===== config.mk =====
export PLATFORM = sky130hd
export DESIGN_NAME = nibble_serial_adder
export DESIGN_NICKNAME = d
export VERILOG_FILES = /design/src/rtl/nibble_serial_adder.sv
export SDC_FILE = /design/constraint.sdc
export NUM_CORES = 1
export LEC_CHECK = 0
export BUFFER_PORTS_ARGS = -buffer_cell sky130_fd_sc_hd__buf_2
export CORE_ASPECT_RATIO = 0.6
export CORE_MARGIN = 2
export CORE_UTILIZATION = 50
export CTS_BUF_LIST = sky130_fd_sc_hd__clkbuf_16
export CTS_CLUSTER_SIZE = 20
export DETAILED_ROUTE_END_ITERATION = 8
export PLACE_DENSITY = 0.7
export SLEW_MARGIN = 20
export SYNTH_ARGS = -nofsm -noshare
export SYNTH_HDL_FRONTEND = slang
export SYNTH_SLANG_ARGS = --single-unit
export TNS_END_PERCENT = 5

===== constraint.sdc =====
create_clock -name clk -period 4.28 [get_ports clk]
set_input_delay 0 -clock clk [delete_from_list [all_inputs] [get_ports clk]]
set_output_delay 0 -clock clk [all_outputs]
set_load 0.005 [all_outputs]

===== src/rtl/nibble_serial_adder.sv =====
// nibble_serial_adder: WIDTH-bit add/subtract engine that reuses a single
// 4-bit carry-lookahead slice, one nibble per cycle, LSB nibble first.
// Valid/ready handshakes on the operand side and on the result side.
module nibble_serial_adder #(
  parameter int WIDTH = 16
) (
  input  logic             clk,
  input  logic             rst,
  input  logic             in_valid,
  output logic             in_ready,
  input  logic             in_sub,
  input  logic [WIDTH-1:0] in_a,
  input  logic [WIDTH-1:0] in_b,
  output logic             out_valid,
  input  logic             out_ready,
  output logic [WIDTH-1:0] out_sum,
  output logic             out_cout,
  output logic             out_ovf
);

  localparam int NIB  = WIDTH / 4;
  localparam int IDXW = (NIB > 1) ? $clog2(NIB) : 1;

  generate
    if (((WIDTH % 4) != 0) || (WIDTH < 4)) begin : g_bad_width
      $error("nibble_serial_adder: WIDTH must be a multiple of 4 and >= 4");
    end
  endgenerate

  typedef enum logic [1:0] {
    IDLE,
    RUN,
    DONE
  } state_t;

  state_t            state;
  logic [WIDTH-1:0]  a_reg;
  logic [WIDTH-1:0]  b_reg;
  logic [WIDTH-1:0]  sum_reg;
  logic              carry;
  logic [IDXW-1:0]   idx;
  logic              a_msb;
  logic              b_msb;

  logic [3:0]        nib_a;
  logic [3:0]        nib_b;
  logic [3:0]        gen;
  logic [3:0]        prop;
  logic [4:0]        c;
  logic [3:0]        slice_sum;
  logic              slice_cout;
  logic [WIDTH-1:0]  next_sum;
  logic              last_nib;

  // Carry-lookahead slice on the current nibble, plus the partial sum with that nibble merged in
  always_comb begin
    nib_a     = a_reg[{idx, 2'b00} +: 4];
    nib_b     = b_reg[{idx, 2'b00} +: 4];
    gen       = nib_a & nib_b;
    prop      = nib_a ^ nib_b;
    c[0]      = carry;
    c[1]      = gen[0] | (prop[0] & c[0]);
    c[2]      = gen[1] | (prop[1] & gen[0]) | (prop[1] & prop[0] & c[0]);
    c[3]      = gen[2] | (prop[2] & gen[1]) | (prop[2] & prop[1] & gen[0])
              | (prop[2] & prop[1] & prop[0] & c[0]);
    c[4]      = gen[3] | (prop[3] & gen[2]) | (prop[3] & prop[2] & gen[1])
              | (prop[3] & prop[2] & prop[1] & gen[0])
              | (prop[3] & prop[2] & prop[1] & prop[0] & c[0]);
    slice_sum  = prop ^ c[3:0];
    slice_cout = c[4];
    next_sum   = sum_reg;
    next_sum[{idx, 2'b00} +: 4] = slice_sum;
    last_nib   = (idx == IDXW'(NIB - 1));
  end

  // Control FSM with registered handshake and result outputs
  always_ff @(posedge clk) begin
    if (rst) begin
      state     <= IDLE;
      a_reg     <= '0;
      b_reg     <= '0;
      sum_reg   <= '0;
      carry     <= 1'b0;
      idx       <= '0;
      a_msb     <= 1'b0;
      b_msb     <= 1'b0;
      in_ready  <= 1'b1;
      out_valid <= 1'b0;
      out_sum   <= '0;
      out_cout  <= 1'b0;
      out_ovf   <= 1'b0;
    end else begin
      case (state)
        IDLE: begin
          if (in_valid) begin
            a_reg    <= in_a;
            b_reg    <= in_b ^ {WIDTH{in_sub}};
            carry    <= in_sub;
            idx      <= '0;
            a_msb    <= in_a[WIDTH-1];
            b_msb    <= in_b[WIDTH-1] ^ in_sub;
            in_ready <= 1'b0;
            state    <= RUN;
          end
        end
        RUN: begin
          sum_reg <= next_sum;
          carry   <= slice_cout;
          if (last_nib) begin
            out_sum   <= next_sum;
            out_cout  <= slice_cout;
            out_ovf   <= (a_msb == b_msb) && (slice_sum[3] != a_msb);
            out_valid <= 1'b1;
            state     <= DONE;
          end else begin
            idx <= idx + 1'b1;
          end
        end
        DONE: begin
          if (out_ready) begin
            out_valid <= 1'b0;
            in_ready  <= 1'b1;
            state     <= IDLE;
          end
        end
        default: begin
          state <= IDLE;
        end
      endcase
    end
  end

endmodule


# Word-level counts from Yosys, hierarchy flattened
# Cells that the tools add are included.
# word_totals
reg_bits	75
elab_cells	87
input_bits	37
out_inout_bits	20
# op_classes
reduce_logical	12
n_mux	16
n_eq_ne	9
n_bitwise	31
add_sub_neg	2
shifts	4
# op_table
cell	n
16-bit by 5-bit variable part select with 4-bit output	2
1-bit AND	16
16-bit bitwise mux	1
4-bit by 6-bit variable shift with 16-bit output, first input constant	1
4-bit by 6-bit variable part select with 16-bit output	1
16-bit XOR	1
3-bit AND reduction	4
2-bit two-way mux	5
1-bit bitwise OR	10
2-bit inequality test, second input constant	4
4-bit XOR	2
4-bit negation with 6-bit output	1
1-bit one-hot mux with 2 select lines	3
2-bit one-hot mux with 3 select lines	1
2-bit AND reduction	3
2-bit nonzero test	3
1-bit two-way mux	5
4-bit AND	1
2-bit equality test, second input constant	2
2-bit one-hot mux with 2 select lines	1
2-bit by 1-bit adder with 2-bit output, second input constant	1
2-bit by 1-bit equality test with 1-bit output, second input constant	1
2-bit zero test	1
1-bit equality test	1
3 further kinds	3

# Depth between registers and ports, before layout
# logic_depth
word_depth	9
ltp_mapped	9
depth_no_buf	6

# Least setup slack after synthesis
# OpenSTA, ideal clock, no wires.
# synth_timing
kind	register to register
startpoint	register idx[0]
endpoint	register out_ovf
setup_ns	0.088
arrival_time_ns	2.692
t_required_ns	4.192
path_stages_with_launch	10
n_path_buf	3
slack_ns	1.500
period_less_slack_ns	2.780
cell_sequence	dfxtp_1 buf_2 mux4_2 ha_1 buf_6 a21o_1 a311o_1 buf_6 a21o_1 a311oi_2
# synth_via
elab_chain_len	9
word_cells_on_any_way	17
classes_between	2 x eq/ne; 2 x shift; 11 x bitwise; 2 x reduce/logical
# synth_lines
element	line_no	source
from (decl)	41	logic [IDXW-1:0] idx;
from (signal assigned)	116	idx <= idx + 1'b1;
16-bit by 5-bit variable part select with 4-bit output, on equally long branches	57, 58	
4-bit XOR / 4-bit AND (equally long branches)	60, 59	
1-bit AND, on equally long branches	64, 65	
1-bit bitwise OR (tied with other cells)	64	c[3] = gen[2] | (prop[2] & gen[1]) | (prop[2] & prop[1] & gen[0])
1-bit bitwise OR / 1-bit AND (equally long branches)	64, 65	
1-bit bitwise OR	65	| (prop[2] & prop[1] & prop[0] & c[0]);
4-bit XOR	69	slice_sum = prop ^ c[3:0];
1-bit inequality test	112	out_ovf <= (a_msb == b_msb) && (slice_sum[3] != a_msb);
1-bit logical AND	112	
to (signal assigned)	112	
to (decl)	18	output logic out_ovf
# Parallel ways exist; a longest one is shown, timed or not.
# A chain may end at the register's enable or synchronous reset.

# Worst setup path after layout
# layout_timing
startpoint	register idx[0]
endpoint	register out_sum[6]
# layout_via
elab_chain_len	9
word_cells_on_any_way	26
classes_between	1 x add/sub; 1 x eq/ne; 4 x shift; 1 x mux; 18 x bitwise; 1 x reduce/logical
# layout_lines
element	line_no	source
16-bit by 5-bit variable part select with 4-bit output, on equally long branches	57, 58	
4-bit XOR / 4-bit AND (equally long branches)	60, 59	
1-bit AND, on equally long branches	64, 65	
1-bit bitwise OR (tied with other cells)	64	
1-bit bitwise OR / 1-bit AND (equally long branches)	64, 65	
1-bit bitwise OR	65	
4-bit XOR	69	
4-bit by 6-bit variable part select with 16-bit output	72	next_sum[{idx, 2'b00} +: 4] = slice_sum;
16-bit bitwise mux	72	
to (signal assigned)	110	out_sum <= next_sum;
to (decl)	16	output logic [WIDTH-1:0] out_sum,
# Parallel ways exist; a longest one is shown, timed or not.

==> impl_metrics.py <==
metrics = {
    "outcome": {
        "outcome": "complete, no violations",
    },
    "place": {
        "dp_hpwl_um": 5290,
        "placed_cells": 507,
        "gp_congestion": 0.855,
        "placement.io_buffers": 56,
        "post_dp_cell_area_um2": 3750,
    },
    "clock_network": {
        "ctsResizeCount": 0,
        "hold_buffers": 32,
        "root_buffer": "clkbuf_16",
        "clkSinkCount": 73,
        "cts_tree": "done",
        "htreeDepth": 3,
        "insertion_delay_ps": 340,
        "cts_buffers": 9,
        "clk_pin_slew_ps": 50,
        "cts_buffer_depth": 2,
        "post_cts_buffers": 0,
    },
    "setup_path": {
        "worstPathArrival_ps": 3410,
        "startpoint": "idx[0]",
        "cp_max_fo": 19,
        "slowest_stage": "dfxtp_1",
        "path_cells": "mux4_2, ha_1, a21o_1, a2111oi_0, a211oi_1, a211oi_1",
        "crit_family": "compound AO/OA/AOI/OAI gates",
        "critPathKind": "reg2reg",
        "cp-end-kind": "flop",
        "crit_buf_inv": 0,
        "crit_path_start_kind": "flop",
        "crit_required_ps": 4530,
        "max_stage_delay_ps": 910,
        "r2r_start": "idx[0]",
        "critPathMostFrequentCell": "a211oi_1",
        "reg2reg_slack_ps": 1120,
    },
    "route": {
        "ant_nets": 0,
        "via_count": 3023,
        "firstDrtPassIters": 5,
        "wl_per_cell_um": 14.7,
        "drt-initial-drc-count": 215,
        "viasPerCell": 5.45,
        "drt_wl_total_um": 8130,
        "drc": 0,
    },
    "timing": {
        "hold_viol_final": 0,
        "setup_viol_count_final": 0,
        "final.setup.tns_ps": 0,
        "max_freq_mhz": 316,
        "maxSlewViolCount": 0,
        "fin_crit_sh_pct": 73.8,
        "finalClockSkew_ps": 5.42,
        "fin_crit_ps": 3160,
        "rsz0062_at_grt": "false",
        "worst_pin_slew_ps": 898,
        "max_slew_margin_pct": 40.1,
    },
    "hold_path": {
        "hold_path.startpoint": "in_b[0]",
        "hp-class": "in2reg",
    },
    "grt": {
        "grt_pass1_vias": 2800,
        "globalRouteTotalUtil_pct": 23.0,
        "grt-ovfl-total": 0,
        "grt_pass1_wl_um": 13700,
        "antenna_found_initial": 0,
        "grt_max_degree": 74,
    },
    "synth": {
        "ys_seq_area_share_pct": 41.9,
        "synthesis.nets": 440,
        "syn_area_per_cell_um2": 8.92,
        "async_reset_ff_share_pct": 0,
        "synth_edf_count": 0,
        "yosys-mux-area-fraction_pct": 5.16,
        "syn-instance-count": 391,
        "synthAdderAreaFrac_pct": 4.52,
        "synth_top_family_by_area": "compound AO/OA/AOI/OAI gates",
        "synth_compound_area_share_pct": 19.5,
        "synth-simple-area-share_pct": 19.2,
        "synth_top_area_cell": "dfxtp_1",
        "ys_ff_latch": 73,
        "syn-cell-area_um2": 3490,
        "synthDistinctLibCells": 40,
        "synth_top_area_share_pct": 41.9,
        "synth_top_flop_cell": "dfxtp_1",
        "synth_area_leaders": "dfxtp_1 (42%), a211oi_1 (9.5%), nor2_1 (5.9%)",
        "synth_xor_xnor_area_share_pct": 4.27,
        "synth-warning-count": 0,
    },
    "power_and_ir_drop": {
        "leakage_uw": 0.00170,
        "powerDensity_nw_per_um2": 385,
        "irDropWorstVdd_uv": 259,
        "p_total_uw": 1670,
    },
    "final_layout": {
        "syn_to_final_growth_pct": 24.2,
        "drive_gt1_share_pct": 18.4,
        "finalNonFillerCells": 555,
        "design_area_um2": 4330,
        "layout_commonest_cell": "dfxtp_1",
        "fin_nets": 512,
        "num_antenna_cells": 0,
        "final_cell_mix": "dfxtp_1 (73), buf_2 (56), nor2_1 (55)",
        "post-route-util_pct": 64.6,
    },
    "die": {
        "die_area_um2": 7680,
        "rows": 23,
        "core_region_area_um2": 6710,
        "pin_count": 57,
        "die_w_um": 112,
        "die_y_um": 68.7,
        "start_util_pct": 52.0,
    },
    "job": {
        "drv_cap": 0,
    },
}
==> logic make-up after synthesis <==
logic type / Yosys count
AOI/OAI and AO/OA: 99
DFF: 73
adders and majority gates: 12
xor gates and xnor gates: 17
muxes: 8
and+or+nand+nor: 144
buffers and inverters: 38
==> report_power, final <==
| part | internal, uW | switching [uW] |
|---|---|---|
| Combinational | 120 | 147 |
| Sequential | 719 | 30.6 |
| Clock | 380 | 270 |
| Total | 1220 | 447 |
==> per-layer routing <==
| layer | vias up | part of all wire (%) | GRT usage (%) |
|---|---|---|---|
| met1 | 1397 | 52 | 31.5 |
| met5 | - | 0 | 0 |
| li1 | 1534 | - | - |
| met2 | 78 | 41 | 35.1 |
| met3 | 14 | 5.3 | 6.38 |
| met4 | 0 | 1.6 | 8.95 |
==> worst paths after layout <==
kind           endpoint  cells past startpoint
max reg2reg  out_sum[6]                      6
min reg2reg  sum_reg[3]                      2
min            b_reg[0]                      3
max          out_sum[6]                      6
==> cell usage after synthesis (2+ instances only) <==
cell / instances
nand4_1: 4
nor3b_1: 2
xnor2_1: 16
mux4_2: 8
clkbuf_2: 2
clkbuf_1: 15
buf_2: 9
ha_1: 11
nand3_1: 5
a2111oi_0: 4
a21oi_1: 32
nand4bb_1: 3
buf_6: 3
a21o_1: 5
nand2b_1: 5
a211oi_1: 44
nor2_1: 55
buf_4: 3
nor3_1: 2
dfxtp_1: 73
a311oi_1: 6
a22oi_1: 2
nor2b_1: 14
inv_1: 6
nand2_1: 47
==> area by class of cell <==
class / instances / area, um2
Clock buffer: 9 / 225
Clock inverter: 7 / 31.3
Fill cell: 576 / 2370
Inverter: 6 / 22.5
Multi-Input combinational cell: 280 / 1840
Sequential cell: 73 / 1460
Tap cell: 87 / 109
Timing Repair Buffer: 93 / 638
==> through the flow <==
step,setup WS (ps),hold slack [ps]
6_report,1120,37.1
5_1_grt,818,55.2
4_1_cts,1110,28.8
3_5_place_dp,1150,249
3_3_place_gp,1230,242
2_1_floorplan,1500,136
==> worst register-to-register path: cells and delay by family, from the launching register on <==
family / cells / cell delay (ps)
muxes: 1 / 660
adders and majority gates: 1 / 350
AOI/OAI and AO/OA: 4 / 1140
DFF: 1 / 910
No activity file was read; power rests on OpenSTA's default activity.
